[src/rtl/note_sequencer.sv]
// note_sequencer: buffers {tone, duration} notes in a small FIFO and plays them
// back one at a time, inserting a silent gap between consecutive notes.
// Optional build macro SEQ_LOOP_EN adds a LOOP input that recirculates each
// played entry to the tail so the queue repeats until stopped or cleared.
// All outputs come straight from flops; next-state values are decoded once in
// the combinational block and registered.
module note_sequencer #(
  parameter int CLK_HZ         = 100_000_000,
  parameter int TICK_HZ        = 100,
  parameter int DUR_UNIT_TICKS = 10,
  parameter int GAP_TICKS      = 5,
  parameter int AW             = 4
) (
  input  logic          CLK,
  input  logic          RST_N,
  input  logic          WR_EN,
  input  logic [3:0]    WR_TONE,
  input  logic [3:0]    WR_DUR,
  input  logic          PLAY,
  input  logic          STOP,
  input  logic          CLEAR,
`ifdef SEQ_LOOP_EN
  input  logic          LOOP,
`endif
  output logic [3:0]    TONE,
  output logic [3:0]    DURATION,
  output logic          BUSY,
  output logic          NOTE_DONE,
  output logic          EMPTY,
  output logic          FULL,
  output logic [AW:0]   COUNT,
  output logic          OVF
);

  localparam int P        = CLK_HZ / TICK_HZ;
  localparam int PW       = (P > 1) ? $clog2(P) : 1;
  localparam int DEPTH    = 1 << AW;
  localparam int NOTE_MAX = 16 * DUR_UNIT_TICKS;
  localparam int CNT_MAX  = (NOTE_MAX > GAP_TICKS) ? NOTE_MAX : GAP_TICKS;
  localparam int CW       = $clog2(CNT_MAX + 1) + 1;

  localparam logic [PW-1:0] PRE_LAST  = PW'(P - 1);
  localparam logic [PW-1:0] PRE_ZERO  = PW'(0);
  localparam logic [PW-1:0] PRE_ONE   = PW'(1);
  localparam logic [CW-1:0] CNT_ONE   = CW'(1);
  localparam logic [CW-1:0] GAP_LOAD  = CW'(GAP_TICKS);
  localparam logic [AW:0]   CNT_FULL  = (AW+1)'(DEPTH);
  localparam logic [AW:0]   OCC_ZERO  = (AW+1)'(0);
  localparam logic [AW:0]   OCC_ONE   = (AW+1)'(1);
  localparam logic [AW-1:0] PTR_ZERO  = AW'(0);
  localparam logic [AW-1:0] PTR_ONE   = AW'(1);
  localparam bit            HAS_GAP   = (GAP_TICKS > 0);

  typedef enum logic [1:0] {
    S_IDLE = 2'd0,
    S_LOAD = 2'd1,
    S_NOTE = 2'd2,
    S_GAP  = 2'd3
  } state_t;

  // ---------------------------------------------------------------------------
  // State and storage
  // ---------------------------------------------------------------------------
  state_t          state_r;
  logic [PW-1:0]   pre_r;
  logic [CW-1:0]   cnt_r;
  logic [3:0]      note_tone_r;
  logic [3:0]      note_dur_r;
  logic [7:0]      mem_r [DEPTH];
  logic [AW-1:0]   wr_ptr_r;
  logic [AW-1:0]   rd_ptr_r;
  logic [AW:0]     count_r;
  logic            ovf_r;
  logic [3:0]      tone_out_r;
  logic            busy_r;
  logic            note_done_r;
  logic            empty_r;
  logic            full_r;

  // ---------------------------------------------------------------------------
  // Combinational decode
  // ---------------------------------------------------------------------------
  state_t          state_next_s;
  logic [PW-1:0]   pre_next_s;
  logic [CW-1:0]   cnt_next_s;
  logic [3:0]      note_tone_next_s;
  logic [3:0]      note_dur_next_s;
  logic            pop_s;
  logic            tick_s;
  logic            abort_s;
  logic            fifo_empty_s;
  logic            fifo_full_s;
  logic [7:0]      head_s;
  logic [CW-1:0]   load_cnt_s;
  logic            loop_s;
  logic            wr_block_s;
  logic            wr_req_s;
  logic            wr_ok_s;
  logic            push_s;
  logic [7:0]      push_data_s;
  logic            ovf_set_s;
  logic [AW:0]     count_next_s;
  logic [3:0]      tone_out_next_s;
  logic            note_done_next_s;

`ifdef SEQ_LOOP_EN
  assign loop_s = LOOP;
`else
  assign loop_s = 1'b0;
`endif

  assign tick_s       = (pre_r == PRE_LAST);
  assign fifo_empty_s = (count_r == OCC_ZERO);
  assign fifo_full_s  = (count_r == CNT_FULL);
  assign head_s       = mem_r[rd_ptr_r];
  assign load_cnt_s   = CW'(({28'd0, head_s[3:0]} + 32'd1) * 32'(DUR_UNIT_TICKS));
  // CLEAR outside IDLE doubles as STOP; STOP always takes priority over PLAY.
  assign abort_s      = STOP || (CLEAR && (state_r != S_IDLE));

  // Next-state, tick counter, prescaler and note latch decode.
  always_comb begin
    state_next_s     = state_r;
    cnt_next_s       = cnt_r;
    note_tone_next_s = note_tone_r;
    note_dur_next_s  = note_dur_r;
    pop_s            = 1'b0;
    if (tick_s) begin
      pre_next_s = PRE_ZERO;
    end else begin
      pre_next_s = pre_r + PRE_ONE;
    end

    case (state_r)
      S_IDLE: begin
        if (PLAY && !CLEAR && !fifo_empty_s) begin
          state_next_s = S_LOAD;
        end else begin
          state_next_s = S_IDLE;
        end
      end
      S_LOAD: begin
        pop_s            = 1'b1;
        note_tone_next_s = head_s[7:4];
        note_dur_next_s  = head_s[3:0];
        cnt_next_s       = load_cnt_s;
        pre_next_s       = PRE_ZERO;
        state_next_s     = S_NOTE;
      end
      S_NOTE: begin
        if (tick_s) begin
          if (cnt_r <= CNT_ONE) begin
            if (HAS_GAP) begin
              cnt_next_s   = GAP_LOAD;
              state_next_s = S_GAP;
            end else if (!fifo_empty_s) begin
              state_next_s = S_LOAD;
            end else begin
              state_next_s = S_IDLE;
            end
          end else begin
            cnt_next_s = cnt_r - CNT_ONE;
          end
        end else begin
          cnt_next_s = cnt_r;
        end
      end
      S_GAP: begin
        if (tick_s) begin
          if (cnt_r <= CNT_ONE) begin
            if (!fifo_empty_s) begin
              state_next_s = S_LOAD;
            end else begin
              state_next_s = S_IDLE;
            end
          end else begin
            cnt_next_s = cnt_r - CNT_ONE;
          end
        end else begin
          cnt_next_s = cnt_r;
        end
      end
      default: begin
        state_next_s = S_IDLE;
      end
    endcase

    // Abort returns to IDLE without consuming the head entry.
    if (abort_s) begin
      state_next_s     = S_IDLE;
      pop_s            = 1'b0;
      note_tone_next_s = note_tone_r;
      note_dur_next_s  = note_dur_r;
    end else begin
      state_next_s = state_next_s;
    end
  end

  // FIFO write arbitration, occupancy and overflow decode.
  always_comb begin
    wr_block_s = loop_s && (state_r != S_IDLE);
    wr_req_s   = WR_EN && !CLEAR && !wr_block_s;
    wr_ok_s    = wr_req_s && (!fifo_full_s || pop_s);
    ovf_set_s  = wr_req_s && fifo_full_s && !pop_s;
    if (loop_s && pop_s) begin
      push_s      = 1'b1;
      push_data_s = head_s;
    end else begin
      push_s      = wr_ok_s;
      push_data_s = {WR_TONE, WR_DUR};
    end
    if (CLEAR) begin
      count_next_s = OCC_ZERO;
    end else begin
      case ({push_s, pop_s})
        2'b10:   count_next_s = count_r + OCC_ONE;
        2'b01:   count_next_s = count_r - OCC_ONE;
        default: count_next_s = count_r;
      endcase
    end
  end

  // Output decode from next-state values so every output is a flop.
  always_comb begin
    if (state_next_s == S_NOTE) begin
      tone_out_next_s = note_tone_next_s;
    end else begin
      tone_out_next_s = 4'd0;
    end
    // NOTE_DONE is high during the final NOTE cycle: the one whose tick
    // brings the counter to zero.
    note_done_next_s = (state_next_s == S_NOTE) && (cnt_next_s == CNT_ONE) &&
                       (pre_next_s == PRE_LAST);
  end

  // ---------------------------------------------------------------------------
  // Registers
  // ---------------------------------------------------------------------------

  // FSM state, prescaler, tick counter and latched note.
  always_ff @(posedge CLK or negedge RST_N) begin
    if (!RST_N) begin
      state_r     <= S_IDLE;
      pre_r       <= PRE_ZERO;
      cnt_r       <= '0;
      note_tone_r <= 4'd0;
      note_dur_r  <= 4'd0;
    end else begin
      state_r     <= state_next_s;
      pre_r       <= pre_next_s;
      cnt_r       <= cnt_next_s;
      note_tone_r <= note_tone_next_s;
      note_dur_r  <= note_dur_next_s;
    end
  end

  // FIFO pointers, occupancy and sticky overflow flag.
  always_ff @(posedge CLK or negedge RST_N) begin
    if (!RST_N) begin
      wr_ptr_r <= PTR_ZERO;
      rd_ptr_r <= PTR_ZERO;
      count_r  <= OCC_ZERO;
      ovf_r    <= 1'b0;
    end else if (CLEAR) begin
      wr_ptr_r <= PTR_ZERO;
      rd_ptr_r <= PTR_ZERO;
      count_r  <= OCC_ZERO;
      ovf_r    <= 1'b0;
    end else begin
      if (push_s) begin
        wr_ptr_r <= wr_ptr_r + PTR_ONE;
      end
      if (pop_s) begin
        rd_ptr_r <= rd_ptr_r + PTR_ONE;
      end
      count_r <= count_next_s;
      if (ovf_set_s) begin
        ovf_r <= 1'b1;
      end
    end
  end

  // FIFO storage array.
  always_ff @(posedge CLK or negedge RST_N) begin
    if (!RST_N) begin
      for (int i = 0; i < DEPTH; i++) begin
        mem_r[i] <= 8'd0;
      end
    end else if (push_s && !CLEAR) begin
      mem_r[wr_ptr_r] <= push_data_s;
    end
  end

  // Registered outputs.
  always_ff @(posedge CLK or negedge RST_N) begin
    if (!RST_N) begin
      tone_out_r  <= 4'd0;
      busy_r      <= 1'b0;
      note_done_r <= 1'b0;
      empty_r     <= 1'b1;
      full_r      <= 1'b0;
    end else begin
      tone_out_r  <= tone_out_next_s;
      busy_r      <= (state_next_s != S_IDLE);
      note_done_r <= note_done_next_s;
      empty_r     <= (count_next_s == OCC_ZERO);
      full_r      <= (count_next_s == CNT_FULL);
    end
  end

  assign TONE      = tone_out_r;
  assign DURATION  = note_dur_r;
  assign BUSY      = busy_r;
  assign NOTE_DONE = note_done_r;
  assign EMPTY     = empty_r;
  assign FULL      = full_r;
  assign COUNT     = count_r;
  assign OVF       = ovf_r;

endmodule

[config.mk]
export PLATFORM = sky130hd
export DESIGN_NAME = note_sequencer
export DESIGN_NICKNAME = d
export VERILOG_FILES = /design/src/rtl/note_sequencer.sv
export SDC_FILE = /design/constraint.sdc
export NUM_CORES = 1
export LEC_CHECK = 0
export ABC_AREA = 1
export BUFFER_PORTS_ARGS = -buffer_cell sky130_fd_sc_hd__buf_4
export CAP_MARGIN = 40
export CORE_UTILIZATION = 57
export DETAILED_ROUTE_END_ITERATION = 8
export PLACE_DENSITY = 0.77
export SYNTH_ARGS = -nofsm -noshare
export SYNTH_HDL_FRONTEND = slang
export SYNTH_SLANG_ARGS = --single-unit
[constraint.sdc]
create_clock -name CLK -period 3.7 [get_ports CLK]
set_clock_uncertainty 0.2 [all_clocks]
set_input_delay 0.555 -clock CLK [delete_from_list [all_inputs] [get_ports CLK]]
set_output_delay 0.555 -clock CLK [all_outputs]
set_load 0.05 [all_outputs]
Yosys cells after proc, flatten, opt, wreduce, memory -nomap -nowiden
Cells that the tools add are included.
- multiply operators: 1
- muxes and demuxes: 35
- reductions and logical operators: 26
- equal/unequal tests: 11
- magnitude comparators: 4
- bitwise gates (word level): 3
- add/sub/neg operators: 7
- operators with widths (cell ; number):
    128-bit bitwise mux ; 1
    20-bit == test (second input constant) ; 2
    20-bit two-way mux ; 2
    9-bit two-way mux ; 4
    8-bit binary-select mux with 4-bit select ; 1
    8-bit demux with 4-bit select ; 1
    4-bit two-way mux ; 7
    9-bit one-hot mux with 3 select lines ; 1
    8-bit two-way mux ; 3
    20-bit by 1-bit adder with 20-bit output (second input constant) ; 1
    1-bit logical AND ; 11
    5-bit == test (second input constant) ; 2
    5-bit >= comparator (second input constant) ; 2
    5-bit logical NOT ; 2
    2-bit two-way mux ; 5
    5-bit two-way mux ; 2
    4-bit NOT with 5-bit output ; 2
    5-bit one-hot mux with 2 select lines ; 1
    2-bit nonzero test ; 5
    9-bit by 1-bit == test with 1-bit output (second input constant) ; 1
    9-bit by 1-bit less-or-equal comparator with 1-bit output (second input constant) ; 1
    9-bit by 1-bit subtractor with 9-bit output (second input constant) ; 1
    4-bit by 1-bit adder with 4-bit output (second input constant) ; 2
    2-bit == test (second input constant) ; 4
    13 further kinds ; 23
- bits in registers: 189
- output and inout port bits: 18
- input port bits: 14
- word-level logic and storage cells: 117

Depth between registers and ports, before layout
- word-level depth: 10
- depth in mapped cells: 25
- depth with buffers taken out: 24

Worst setup path after synthesis
OpenSTA, ideal clock, no wires.
- path type: reg2reg
- start: register rd_ptr_r[0]
- end: register note_done_r (netlist: NOTE_DONE)
- buffers on the path: 3
- clock period less this slack: 3.755 ns
- data arrival time: 3.484 ns
- setup time: 0.072 ns
- data required time: 3.428 ns
- setup slack: -0.055 ns
- cell stages (with the launch flop): 25
- path through: dfrtp_1 > buf_6 > clkinv_2 > buf_2 > clkbuf_1 > o21ai_0 > o221ai_1 > o211ai_1 > nand2_1 > ha_1 > xnor2_1 > inv_1 > ha_1 > inv_1 > fa_1 > or2_2 > nand3_1 > o21ai_0 > inv_1 > nand3_1 > nor2_1 > nand2_1 > nor2_1 > nand2_1 > nor2_1
- cells in the longest elaborated chain, start to end: 10
- RTL lines (element ; line ; source):
    from (decl) ; 71 ; logic [AW-1:0] rd_ptr_r;
    from (signal assigned) ; 273 ; rd_ptr_r <= rd_ptr_r + PTR_ONE;
    4-bit NOT with 5-bit output (not written as such) ; 115 ; assign head_s = mem_r[rd_ptr_r];
    8-bit binary-select mux with 4-bit select ; 115 ;
    8-bit two-way mux (not written as such) (2 in a row) ; 115 ;
    net head_s[1] ; 93 ; logic [7:0] head_s;
    4-bit by 1-bit adder with 5-bit output ; 116 ; assign load_cnt_s = CW'(({28'd0, head_s[3:0]} + 32'd1) * 32'(DUR_UNIT_TICKS));
    5-bit by 3-bit multiplier with 8-bit output ; 116 ;
    9-bit one-hot mux with 3 select lines ; 133 ; case (state_r)
    9-bit by 1-bit == test with 1-bit output ; 231 ; note_done_next_s = (state_next_s == S_NOTE) && (cnt_next_s == CNT_ONE) &&
    1-bit logical AND (2 in a row) ; 231 ;
    net note_done_next_s ; 104 ; logic note_done_next_s;
    to (signal assigned) ; 304 ; note_done_r <= note_done_next_s;
    to (decl) ; 76 ; logic note_done_r;
The timed path passes the listed nets, and every way through them passes these cells. The select of a mux whose other input is x is not followed.
A chain may end at the register's enable or synchronous reset.

Worst setup path in the final report
- start: register rd_ptr_r[0]
- end: register note_done_r (netlist: NOTE_DONE)
- cells in the longest elaborated chain, start to end: 10
- RTL lines (element ; line):
    4-bit NOT with 5-bit output (not written as such) ; 115
    8-bit binary-select mux with 4-bit select ; 115
    8-bit two-way mux (not written as such) (2 in a row) ; 115
    4-bit by 1-bit adder with 5-bit output ; 116
    5-bit by 3-bit multiplier with 8-bit output ; 116
    9-bit one-hot mux with 3 select lines ; 133
    9-bit by 1-bit == test with 1-bit output ; 231
    1-bit logical AND (2 in a row) ; 231
    net note_done_next_s ; 104
The timed path passes the listed nets, and every way through them passes these cells. The select of a mux whose other input is x is not followed.

==> metrics.csv <==
metric,value,unit
final_cell_area,11300,sq um
hold_end,rd_ptr_r[1],
grt_use_total,29.8,%
rows,47,
reg2regPathDepth,23,
syn-cell-area,9900,sq um
post-route-min-period,3.64,ns
max_cap_viol_count,0,
stdcell_count,1504,
syn_area_per_cell,8.09,sq um
grt.met2_usage,45.7,%
fillers,1388,
power_frac_comb,35.4,%
clkSinkCount,189,
fp.dieH,134,microns
drive_gt1_share,13.8,%
antenna_left,0,
r2r_end,NOTE_DONE,
r2r_slack,0.06,ns
placed_cell_area,10400,sq um
setup-violations-final,0,
synthTopCellsByCount,"nand2_1, o21ai_0, dfrtp_1, nor2_1, inv_1",
ys_types,43,
clkPwrFrac,26.7,%
synth_area_leaders,"dfrtp_1, nand2_1, o21ai_0",
async_reset_ff_share,100,%
drt-initial-drc-count,887,
antenna_found_initial,0,
route.detailed.drc,0,
synth_compound_area_share,15.3,%
io_buffer_count,31,
dp_hpwl,17200,microns
min_period_over_period,98.5,%
synth-seq-area-share,47.8,%
dp.cells,1458,
htree_levels,4,
status,finished clean,
synth.most_common_cell,nand2_1,
core,16800,sq um
min_from,CLEAR,
rsz0062_at_grt,yes,
timing.final.max_slew_violations,0,
vdd_drop_max,0.000454,V
hold_viol,0,
start_util,59.1,%
clock_path_buffers,2,
ys_warn_count,0,
n_antenna_cell,0,
ys_seq_elements,189,
ys.flop_type,dfrtp_1,
synth_top_area_cell,dfrtp_1,
drt-total-wl,25600,microns
crit_required,3.87,ns
power_density,609,nW/um^2
boundaryPins,32,
clk_pin_slew,0.07,ns
worstMarginPinSlew,0.653,ns
crit_type,flop to flop,
grt_use_met1,43.5,%
syn_inst,1223,
slew_headroom,56.4,%
busiest_layer,met2,
gp_congestion,0.907,
path_max_fanout,6,
muxShareOfSynthArea,0,%
vias,8734,
grt_max_degree,61,
fin_setup_tns,0,ns
crit_path_start_kind,flop,
seqPwrFrac,37.9,%
met3_usage,4.46,%
syn_nets,1258,
synthAdderAreaFrac,2.81,%
clk_latency,0.44,ns
synth_top_family_by_area,simple AND/OR/NAND/NOR gates,
dieArea,17900,sq um
die_x,134,microns
leakage,5.40,nW
synth_edf_count,0,
cp-startpoint,rd_ptr_r[0],
fin_nets,1306,
fmax,274,MHz
routed_via_density,5.81,
netlist.area_leader.share,47.5,%
hp-class,primary input to flop,
hold_depth,2,
drt_pass1_iterations,6,
area_growth,13.8,%
synthSimpleGateAreaFrac,25.8,%
grt_pass1_vias,8193,
power_switching,2.58,mW
cts_made_buffers,17,
grt_pass1_wl,41500,microns
intPower,4.28,mW
p_sw_share,37.6,%
synth_xor_area_share,0.619,%
cts_root_buffer,clkbuf_16,
overflow,0,
route.detailed.wl_per_inst,17.0,microns
arrival,3.81,ns
cts_tree,done,
end_kind,flop,
r2r-start,rd_ptr_r[0],
[per-layer routing]
layer  wire, microns  vias up
li1                -     4139
met5               0        -
met3            1790       47
met4             478        0
met2           11800      357
met1           11500     4191
[cell families after synthesis]
| kind of cell | count (synthesis) |
|---|---|
| AO/OA/AOI/OAI | 273 |
| XOR/XNOR | 7 |
| adder cells (fa/ha/maj) | 21 |
| buffers and inverters | 170 |
| flip-flops | 189 |
| AND/OR/NAND/NOR | 563 |
[sequential cells by signal (all words and copies together) (netlist names)]
| name | flops |
|---|---|
| state_r | 2 |
| note_tone_r | 4 |
| NOTE_DONE | 1 |
| wr_ptr_r | 4 |
| mem_r | 128 |
| DURATION | 4 |
| BUSY | 1 |
| cnt_r | 9 |
| COUNT | 5 |
| rd_ptr_r | 4 |
| pre_r | 20 |
| FULL | 1 |
| TONE | 4 |
| OVF | 1 |
| EMPTY | 1 |
[power by group through the flow]
| stage | logic [mW] | registers [mW] | clock network [mW] |
|---|---|---|---|
| floorplan | 1.37 | 2.71 | 0 |
| global placement | 2.14 | 2.62 | 0 |
| detailed placement | 2.17 | 2.62 | 0 |
| CTS | 2.23 | 2.59 | 1.85 |
| global route | 2.67 | 2.63 | 1.92 |
| finish | 2.43 | 2.60 | 1.83 |
[cells in the final DEF, fill, tap and decap left out, types with 7 or more instances in the layout]
master	synthesis	final
nand2_1	275	273
dfrtp_1	188	186
o21ai_0	193	184
nor2_1	145	144
inv_1	106	105
nand3_1	73	71
buf_4	0	71
o21ai_1	21	29
nand4_1	21	21
clkbuf_16	0	20
ha_1	19	17
o221ai_1	15	15
o211ai_1	14	14
nand2_2	10	12
a21oi_1	12	12
nand3_4	10	10
nor2_2	7	8
nor3_1	8	8
o22ai_1	7	7
[area by class of cell]
class / count / area (sq um) / area share [%]
well taps: 220 / 275 / 2.44
clock inverters: 12 / 128 / 1.13
clock buffers: 20 / 457 / 4.06
repair buffers: 84 / 769 / 6.83
flip-flops and latches: 189 / 4730 / 42.0
multi-input cells: 864 / 4460 / 39.6
inverters: 115 / 443 / 3.93
[through the flow]
stage          power (mW)  setup WS, ns  hold slack (ns)  util (%)
2_1_floorplan        4.08        0.0193           0.0594         -
3_3_place_gp         4.76        0.0174            0.262      62.2
3_5_place_dp         4.80       -0.0615            0.267      62.2
4_1_cts              6.67        0.0371            0.186      66.0
5_1_grt              7.22        -0.143            0.195      67.2
6_report             6.86        0.0558            0.190      67.2
[worst max-delay path, stage by stage (launching register included)]
cell and delay (ns):
dfrtp_2 0.48, clkinv_4 0.11, buf_4 0.13, clkbuf_16 0.13
nor2_1 0.04, o211ai_1 0.21, nand3_1 0.13, nand2_1 0.10
inv_1 0.06, xor2_1 0.16, ha_1 0.29, ha_2 0.18
inv_2 0.04, fa_2 0.38, or2_4 0.24, nand3_2 0.06
o21ai_1 0.06, inv_1 0.07, nand3_1 0.08, nor2_1 0.11
nand2_1 0.06, nor2_1 0.08, nand2_1 0.06, nor2_1 0.11
[worst max path at each step]
stage	endpoint	slack, ns	cells past startpoint
after global placement	NOTE_DONE	0.02	23
after CTS	NOTE_DONE	0.04	23
final	NOTE_DONE	0.06	23
after global routing	NOTE_DONE	-0.14	23
after detailed placement	NOTE_DONE	-0.06	23
after floorplan	NOTE_DONE	0.02	23
[repair_timing]
item	4_1_cts	5_1_grt
pin swaps	4	15
hold buffers	1	0
endpoints found under the setup margin	1	1
gates cloned	0	3
buffers inserted	1	9
resized for setup	13	20
hold endpoints to repair	52	0
Note: power is estimated with default switching activity, not from simulation.
